<file path="src/rtl/snn_pkg.sv">
// Shared types and helpers for the LIF neuron slice.
package snn_pkg;

    typedef enum logic {
        INTEG   = 1'b0,
        REFRACT = 1'b1
    } state_t;

    localparam logic LEAK_SUB   = 1'b0;
    localparam logic LEAK_SHIFT = 1'b1;

    function automatic int clog2(input int v);
        int r;
        r = 0;
        for (int i = 0; i < 31; i++) begin
            if ((1 << i) < v) r = i + 1;
        end
        return r;
    endfunction

endpackage

</file>
<file path="src/rtl/snn_lif_neuron_if.sv">
// Configuration, spike input and status bundle of one LIF neuron.
interface snn_lif_neuron_if #(
    parameter int N_IN  = 4,
    parameter int W_W   = 8,
    parameter int V_W   = 16,
    parameter int REF_W = 4
);
    logic                  en;
    logic [N_IN-1:0]       spike_in;
    logic [N_IN*W_W-1:0]   weight_flat;
    logic                  leak_mode;
    logic [7:0]            leak_rate;
    logic [V_W-2:0]        threshold;
    logic [REF_W-1:0]      refractory_cycles;
    logic                  fire_out;
    logic [V_W-1:0]        v_mem_out;
    logic                  refractory_out;
    logic [15:0]           spike_count;

    modport master (
        output en, spike_in, weight_flat, leak_mode, leak_rate, threshold, refractory_cycles,
        input  fire_out, v_mem_out, refractory_out, spike_count
    );

    modport slave (
        input  en, spike_in, weight_flat, leak_mode, leak_rate, threshold, refractory_cycles,
        output fire_out, v_mem_out, refractory_out, spike_count
    );
endinterface

</file>
<file path="src/rtl/snn_synapse_sum.sv">
// Combinational signed sum of the weights of all spiking synapses.
// Sum width carries clog2(N_IN)+1 guard bits so it never overflows.
module snn_synapse_sum
    import snn_pkg::*;
#(
    parameter int N_IN  = 4,
    parameter int W_W   = 8,
    parameter int SUM_W = W_W + clog2(N_IN) + 1
) (
    input  logic [N_IN-1:0]         spike_in,
    input  logic [N_IN*W_W-1:0]     weight_flat,
    output logic signed [SUM_W-1:0] sum
);

    always_comb begin
        sum = '0;
        for (int i = 0; i < N_IN; i++) begin
            if (spike_in[i]) begin
                sum = sum + SUM_W'($signed(weight_flat[i*W_W +: W_W]));
            end
        end
    end

endmodule

</file>
<file path="src/rtl/snn_lif_neuron.sv">
// Leaky integrate-and-fire neuron: weighted synaptic sum, subtractive or shift leak,
// saturating membrane, refractory FSM and saturating spike counter. Fire lands one edge after the input.
module snn_lif_neuron
    import snn_pkg::*;
#(
    parameter int N_IN  = 4,
    parameter int W_W   = 8,
    parameter int V_W   = 16,
    parameter int REF_W = 4
) (
    input logic              clk,
    input logic              rst,
    snn_lif_neuron_if.slave  io
);

    localparam int SUM_W = W_W + clog2(N_IN) + 1;
    localparam int CW    = V_W + 2;
    localparam logic [V_W-1:0]       V_MAX     = {1'b0, {(V_W-1){1'b1}}};
    localparam logic signed [CW-1:0] V_MAX_EXT = CW'(V_MAX);

    state_t             state;
    logic [REF_W-1:0]   ref_cnt;
    logic [V_W-1:0]     v_mem;
    logic               fire_q;
    logic               refr_q;
    logic [15:0]        cnt_q;

    logic signed [SUM_W-1:0] syn_sum;
    logic signed [CW-1:0]    v_ext, sum_ext, leak_ext, v_calc;
    logic [V_W-1:0]          v_clamped;
    logic                    fire_hit;

    snn_synapse_sum #(
        .N_IN  (N_IN),
        .W_W   (W_W),
        .SUM_W (SUM_W)
    ) u_sum (
        .spike_in    (io.spike_in),
        .weight_flat (io.weight_flat),
        .sum         (syn_sum)
    );

    // v_mem is never negative, so the widened sum cannot wrap before clamping.
    always_comb begin
        v_ext   = CW'(v_mem);
        sum_ext = CW'(syn_sum);
        if (io.leak_mode == LEAK_SHIFT) leak_ext = CW'(v_mem >> io.leak_rate[3:0]);
        else                            leak_ext = CW'(io.leak_rate);
        v_calc = v_ext + sum_ext - leak_ext;
        if (v_calc < 0)              v_clamped = '0;
        else if (v_calc > V_MAX_EXT) v_clamped = V_MAX;
        else                         v_clamped = v_calc[V_W-1:0];
        fire_hit = (v_clamped >= {1'b0, io.threshold});
    end

    always_ff @(posedge clk) begin
        if (rst) begin
            state   <= INTEG;
            ref_cnt <= '0;
            v_mem   <= '0;
            fire_q  <= 1'b0;
            refr_q  <= 1'b0;
            cnt_q   <= '0;
        end else if (!io.en) begin
            fire_q <= 1'b0;
        end else begin
            case (state)
                INTEG: begin
                    if (fire_hit) begin
                        fire_q <= 1'b1;
                        v_mem  <= '0;
                        if (cnt_q != 16'hFFFF) cnt_q <= cnt_q + 16'd1;
                        if (io.refractory_cycles != '0) begin
                            state   <= REFRACT;
                            ref_cnt <= io.refractory_cycles;
                            refr_q  <= 1'b1;
                        end
                    end else begin
                        fire_q <= 1'b0;
                        v_mem  <= v_clamped;
                    end
                end
                REFRACT: begin
                    fire_q <= 1'b0;
                    v_mem  <= '0;
                    // <= 1 also recovers from a zero count rather than wrapping.
                    if (ref_cnt <= REF_W'(1)) begin
                        state   <= INTEG;
                        ref_cnt <= '0;
                        refr_q  <= 1'b0;
                    end else begin
                        ref_cnt <= ref_cnt - REF_W'(1);
                    end
                end
                default: begin
                    state  <= INTEG;
                    refr_q <= 1'b0;
                end
            endcase
        end
    end

    assign io.fire_out       = fire_q;
    assign io.v_mem_out      = v_mem;
    assign io.refractory_out = refr_q;
    assign io.spike_count    = cnt_q;

endmodule

</file>
<file path="src/flat_wrapper.sv">
// flat-port wrapper written by rule: the top's interface ports become plain ports
module snn_lif_neuron_flat import snn_pkg::*;
#(
    parameter int N_IN  = 4,
    parameter int W_W   = 8,
    parameter int V_W   = 16,
    parameter int REF_W = 4
)
  (clk, rst, io_en, io_spike_in, io_weight_flat, io_leak_mode, io_leak_rate, io_threshold, io_refractory_cycles, io_fire_out, io_v_mem_out, io_refractory_out, io_spike_count);
  snn_lif_neuron_if #(.N_IN(N_IN), .W_W(W_W), .V_W(V_W), .REF_W(REF_W)) io_i ();
  input logic clk;
  input logic rst;
  input wire logic [$bits(io_i.en)-1:0] io_en;
  input wire logic [$bits(io_i.spike_in)-1:0] io_spike_in;
  input wire logic [$bits(io_i.weight_flat)-1:0] io_weight_flat;
  input wire logic [$bits(io_i.leak_mode)-1:0] io_leak_mode;
  input wire logic [$bits(io_i.leak_rate)-1:0] io_leak_rate;
  input wire logic [$bits(io_i.threshold)-1:0] io_threshold;
  input wire logic [$bits(io_i.refractory_cycles)-1:0] io_refractory_cycles;
  output wire logic [$bits(io_i.fire_out)-1:0] io_fire_out;
  output wire logic [$bits(io_i.v_mem_out)-1:0] io_v_mem_out;
  output wire logic [$bits(io_i.refractory_out)-1:0] io_refractory_out;
  output wire logic [$bits(io_i.spike_count)-1:0] io_spike_count;
  assign io_i.en = io_en;
  assign io_i.spike_in = io_spike_in;
  assign io_i.weight_flat = io_weight_flat;
  assign io_i.leak_mode = io_leak_mode;
  assign io_i.leak_rate = io_leak_rate;
  assign io_i.threshold = io_threshold;
  assign io_i.refractory_cycles = io_refractory_cycles;
  assign io_fire_out = io_i.fire_out;
  assign io_v_mem_out = io_i.v_mem_out;
  assign io_refractory_out = io_i.refractory_out;
  assign io_spike_count = io_i.spike_count;
  snn_lif_neuron #(.N_IN(N_IN), .W_W(W_W), .V_W(V_W), .REF_W(REF_W)) u_core (.clk(clk), .rst(rst), .io(io_i));
endmodule
</file>
<file path="config.mk">
export PLATFORM = sky130hd
export DESIGN_NAME = snn_lif_neuron_flat
export DESIGN_NICKNAME = d
export VERILOG_FILES = /design/src/rtl/snn_pkg.sv /design/src/rtl/snn_lif_neuron_if.sv /design/src/rtl/snn_synapse_sum.sv /design/src/rtl/snn_lif_neuron.sv /design/src/flat_wrapper.sv
export SDC_FILE = /design/constraint.sdc
export NUM_CORES = 1
export LEC_CHECK = 0
export ABC_AREA = 1
export CAP_MARGIN = 20
export CORE_UTILIZATION = 25
export CTS_BUF_LIST = sky130_fd_sc_hd__clkbuf_8 sky130_fd_sc_hd__clkbuf_16
export DETAILED_ROUTE_END_ITERATION = 6
export MAX_ROUTING_LAYER = met4
export SLEW_MARGIN = 10
export SYNTH_ARGS = -nofsm -noshare
export SYNTH_HDL_FRONTEND = slang
export SYNTH_SLANG_ARGS = --single-unit
export TNS_END_PERCENT = 10
</file>
<file path="constraint.sdc">
create_clock -name clk -period 13.1 [get_ports clk]
set_input_delay 2.62 -clock clk [delete_from_list [all_inputs] [get_ports clk]]
set_output_delay 2.62 -clock clk [all_outputs]
set_load 0.05 [all_outputs]
</file>
==> results_dict.tcl <==
set metrics [dict create \
    status "complete, no violations" \
    postSynthAreaPerCell_um2 6.52 \
    drt_iter0_markers 315 \
    finalWirelength_um 16000 \
    viasPerCell 4.59 \
    clk_path_buf_depth 2 \
    grt_pass1_wl_um 26900 \
    synth_edf_count 0 \
    num-nets-final 1129 \
    hold_buffers 0 \
    firstDrtPassIters 5 \
    cts_resized 0 \
    syn_inst 901 \
    postCtsSetupBuffers 0 \
    setup_tns_ns 0 \
    rsz0062_at_grt "false" \
    ys.flop_type "dfxtp_1" \
    p_leak_nw 3.35 \
    finalHoldViolations 0 \
    crit_path_max_incr_delay_ns 0.45 \
    via_count 5939 \
    slew_violations 0 \
    dieArea_um2 24100 \
    coreArea_um2 22800 \
    ys_types 51 \
    clk_pin_slew_worst_paths_ns 0.06 \
    cpMostUsedCell "inv_1" \
    io_pins 101 \
    cts_root_buf "clkbuf_16" \
    post-route-period-util_pct 88.8 \
    overflow 0 \
    antenna_cells 0 \
    die_x_um 155 \
    ys_seq_elements 39 \
    holdPathStages 2 \
    startpoint_type "input port" \
    gp_congestion 0.891 \
    end_kind "register" \
    maxCapViolations 0 \
    synth_area_um2 5880 \
    cts.sinks 39 \
    syn_to_final_growth_pct 23.9 \
    cp.required_ns 13.28 \
    fin_skew_ns 0.00296 \
    setup_viol 0 \
    grt_max_degree 36 \
    synth_warnings 0 \
    antenna_found_initial 0 \
    grt_pass1_vias 5622 \
    fmax_mhz 85.9 \
    cts_tree "yes" \
    crit_path_top_delay_cell "clkdlybuf4s50_1" \
    setup.worst_path.class "input port to register" \
    die_h_um 155 \
    stdcell_area_um2 7290 \
    ff2ff_path_depth 35 \
    drive_gt1_share_pct 6.01 \
    worst-path-max-fanout 15 \
    hold_ws_ns 0.480 \
    tightest_slew_ns 0.951 \
    clk_latency_ns 0.28 \
    relSlewSlack_pct 36.6 \
    async_flop_share_pct 0 \
    fillers 2501 \
    grt_usage_pct 14.0 \
    dp_hpwl_um 13500 \
    post-route-min-period_ns 11.64 \
    critPathArrivalTime_ns 11.81 \
    placed_cell_area_um2 7130 \
    hold_path_class "register to register" \
    drtAntennaViolNets 0 \
    powerDensity_nw_per_um2 204 \
    cts_htree_levels 2 \
    cts_buffers 5 \
    rows 55 \
    io_buffers 100 \
    irDropWorstVdd_mv 0.0954 \
    synth_nets 1049 \
    routedWlPerCell_um 12.4 \
    initial_core_util_pct 25.7 \
    yosysSeqAreaShare_pct 13.3 \
    drc 0 \
]
## cell usage after synthesis (all sizes together) (13+ instances only)
cell,count,share of area (%)
nand2,181,13
inv,158,10
o21ai,82,7.1
a21oi,70,6.6
ha,68,14
nor2,54,3.5
nand3,43,4.4
dfxtp,39,13
xnor2,23,3.6
nand4,22,2.3
o211ai,22,2.8
clkbuf,19,1.2
xor2,16,2.4
fa,13,4.4
nor3,13,1.2
## cell type report
class                           instances  area [um^2]  area share [%]
Sequential cell                        39          781            10.7
Clock buffer                            5          125            1.72
Multi-Input combinational cell        671         4340            59.6
Timing Repair Buffer                  103         1030            14.1
Clock inverter                          3         16.3           0.223
Inverter                              161          604            8.29
Tap cell                              313          392            5.38
## critical path: cells and delay by family
kind                     cells  cell delay, ns
AND/OR/NAND/NOR             30            4.08
buffers and inverters       10            1.10
AO/OA/AOI/OAI               10            1.62
XOR/XNOR                     3            0.40
adder cells (fa/ha/maj)      7            2.00
## layout by cell type, fill, tap and decap left out, drive strengths merged, types with 8 or more instances in the layout
master,count
o211ai,22
o21bai,8
ha,68
o21ai,82
dfxtp,39
xnor2,23
xor2,16
nand2,181
clkdlybuf4s50,99
nor3,13
nand3,43
a31oi,9
a21o,9
inv,159
a21oi,70
nand4,22
nor2,54
fa,13
## logic make-up (layout without fill, tap and decap cells)
family | count (synthesis) | in the layout | synth area share [%]
buf+inv | 191 | 272 | 13.0
simple gates | 326 | 326 | 25.8
xor+xnor | 39 | 39 | 5.94
mux | 5 | 5 | 0.851
flops | 39 | 39 | 13.3
fa+ha+maj | 81 | 81 | 18.9
compound gates | 220 | 220 | 22.3
## registers in the layout, indices dropped and copies added (netlist names)
signal and flops:
u_core.io.fire_out 1, u_core.io.refractory_out 1, u_core.io.spike_count 16, u_core.io.v_mem_out 16
u_core.ref_cnt 4, u_core.state 1
## through the flow
step	total power, mW	setup slack (ns)	instances	util, %
floorplan	1.13	2.63	901	-
global placement	1.36	0.913	1287	31.2
detailed placement	1.37	0.680	1287	31.2
CTS	1.49	0.953	1295	31.8
global route	1.67	0.343	1295	31.9
finish	1.48	1.46	1295	31.9
## routing by layer
metal | share of wire, % | GRT usage [%] | wire, um
met3 | 4.7 | 1.42 | 758
met4 | 1.3 | 3.31 | 205
met5 | 0 | - | 0
met1 | 49 | 18.4 | 7900
met2 | 45 | 22.9 | 7140
## power by group
part / total [mW] / leakage [nW] / switching (mW) / internal, mW
registers: 0.188 / 0.318 / 0.0416 / 0.147
logic: 1.18 / 2.96 / 0.726 / 0.454
clock network: 0.117 / 0.0710 / 0.0476 / 0.0694
total: 1.48 / 3.35 / 0.815 / 0.670
## worst paths after layout
path,from,endpoint,slack (ns)
max,io_weight_flat[0],u_core.io.spike_count[15]$_SDFFE_PP0P_,1.46
min,u_core.io.spike_count[5]$_SDFFE_PP0P_,u_core.io.spike_count[5]$_SDFFE_PP0P_,0.48
max reg2reg,u_core.io.v_mem_out[10]$_SDFFE_PP0P_,u_core.io.spike_count[15]$_SDFFE_PP0P_,6.61
min reg2reg,u_core.io.spike_count[5]$_SDFFE_PP0P_,u_core.io.spike_count[5]$_SDFFE_PP0P_,0.48
(Power assumes the default switching activity.)
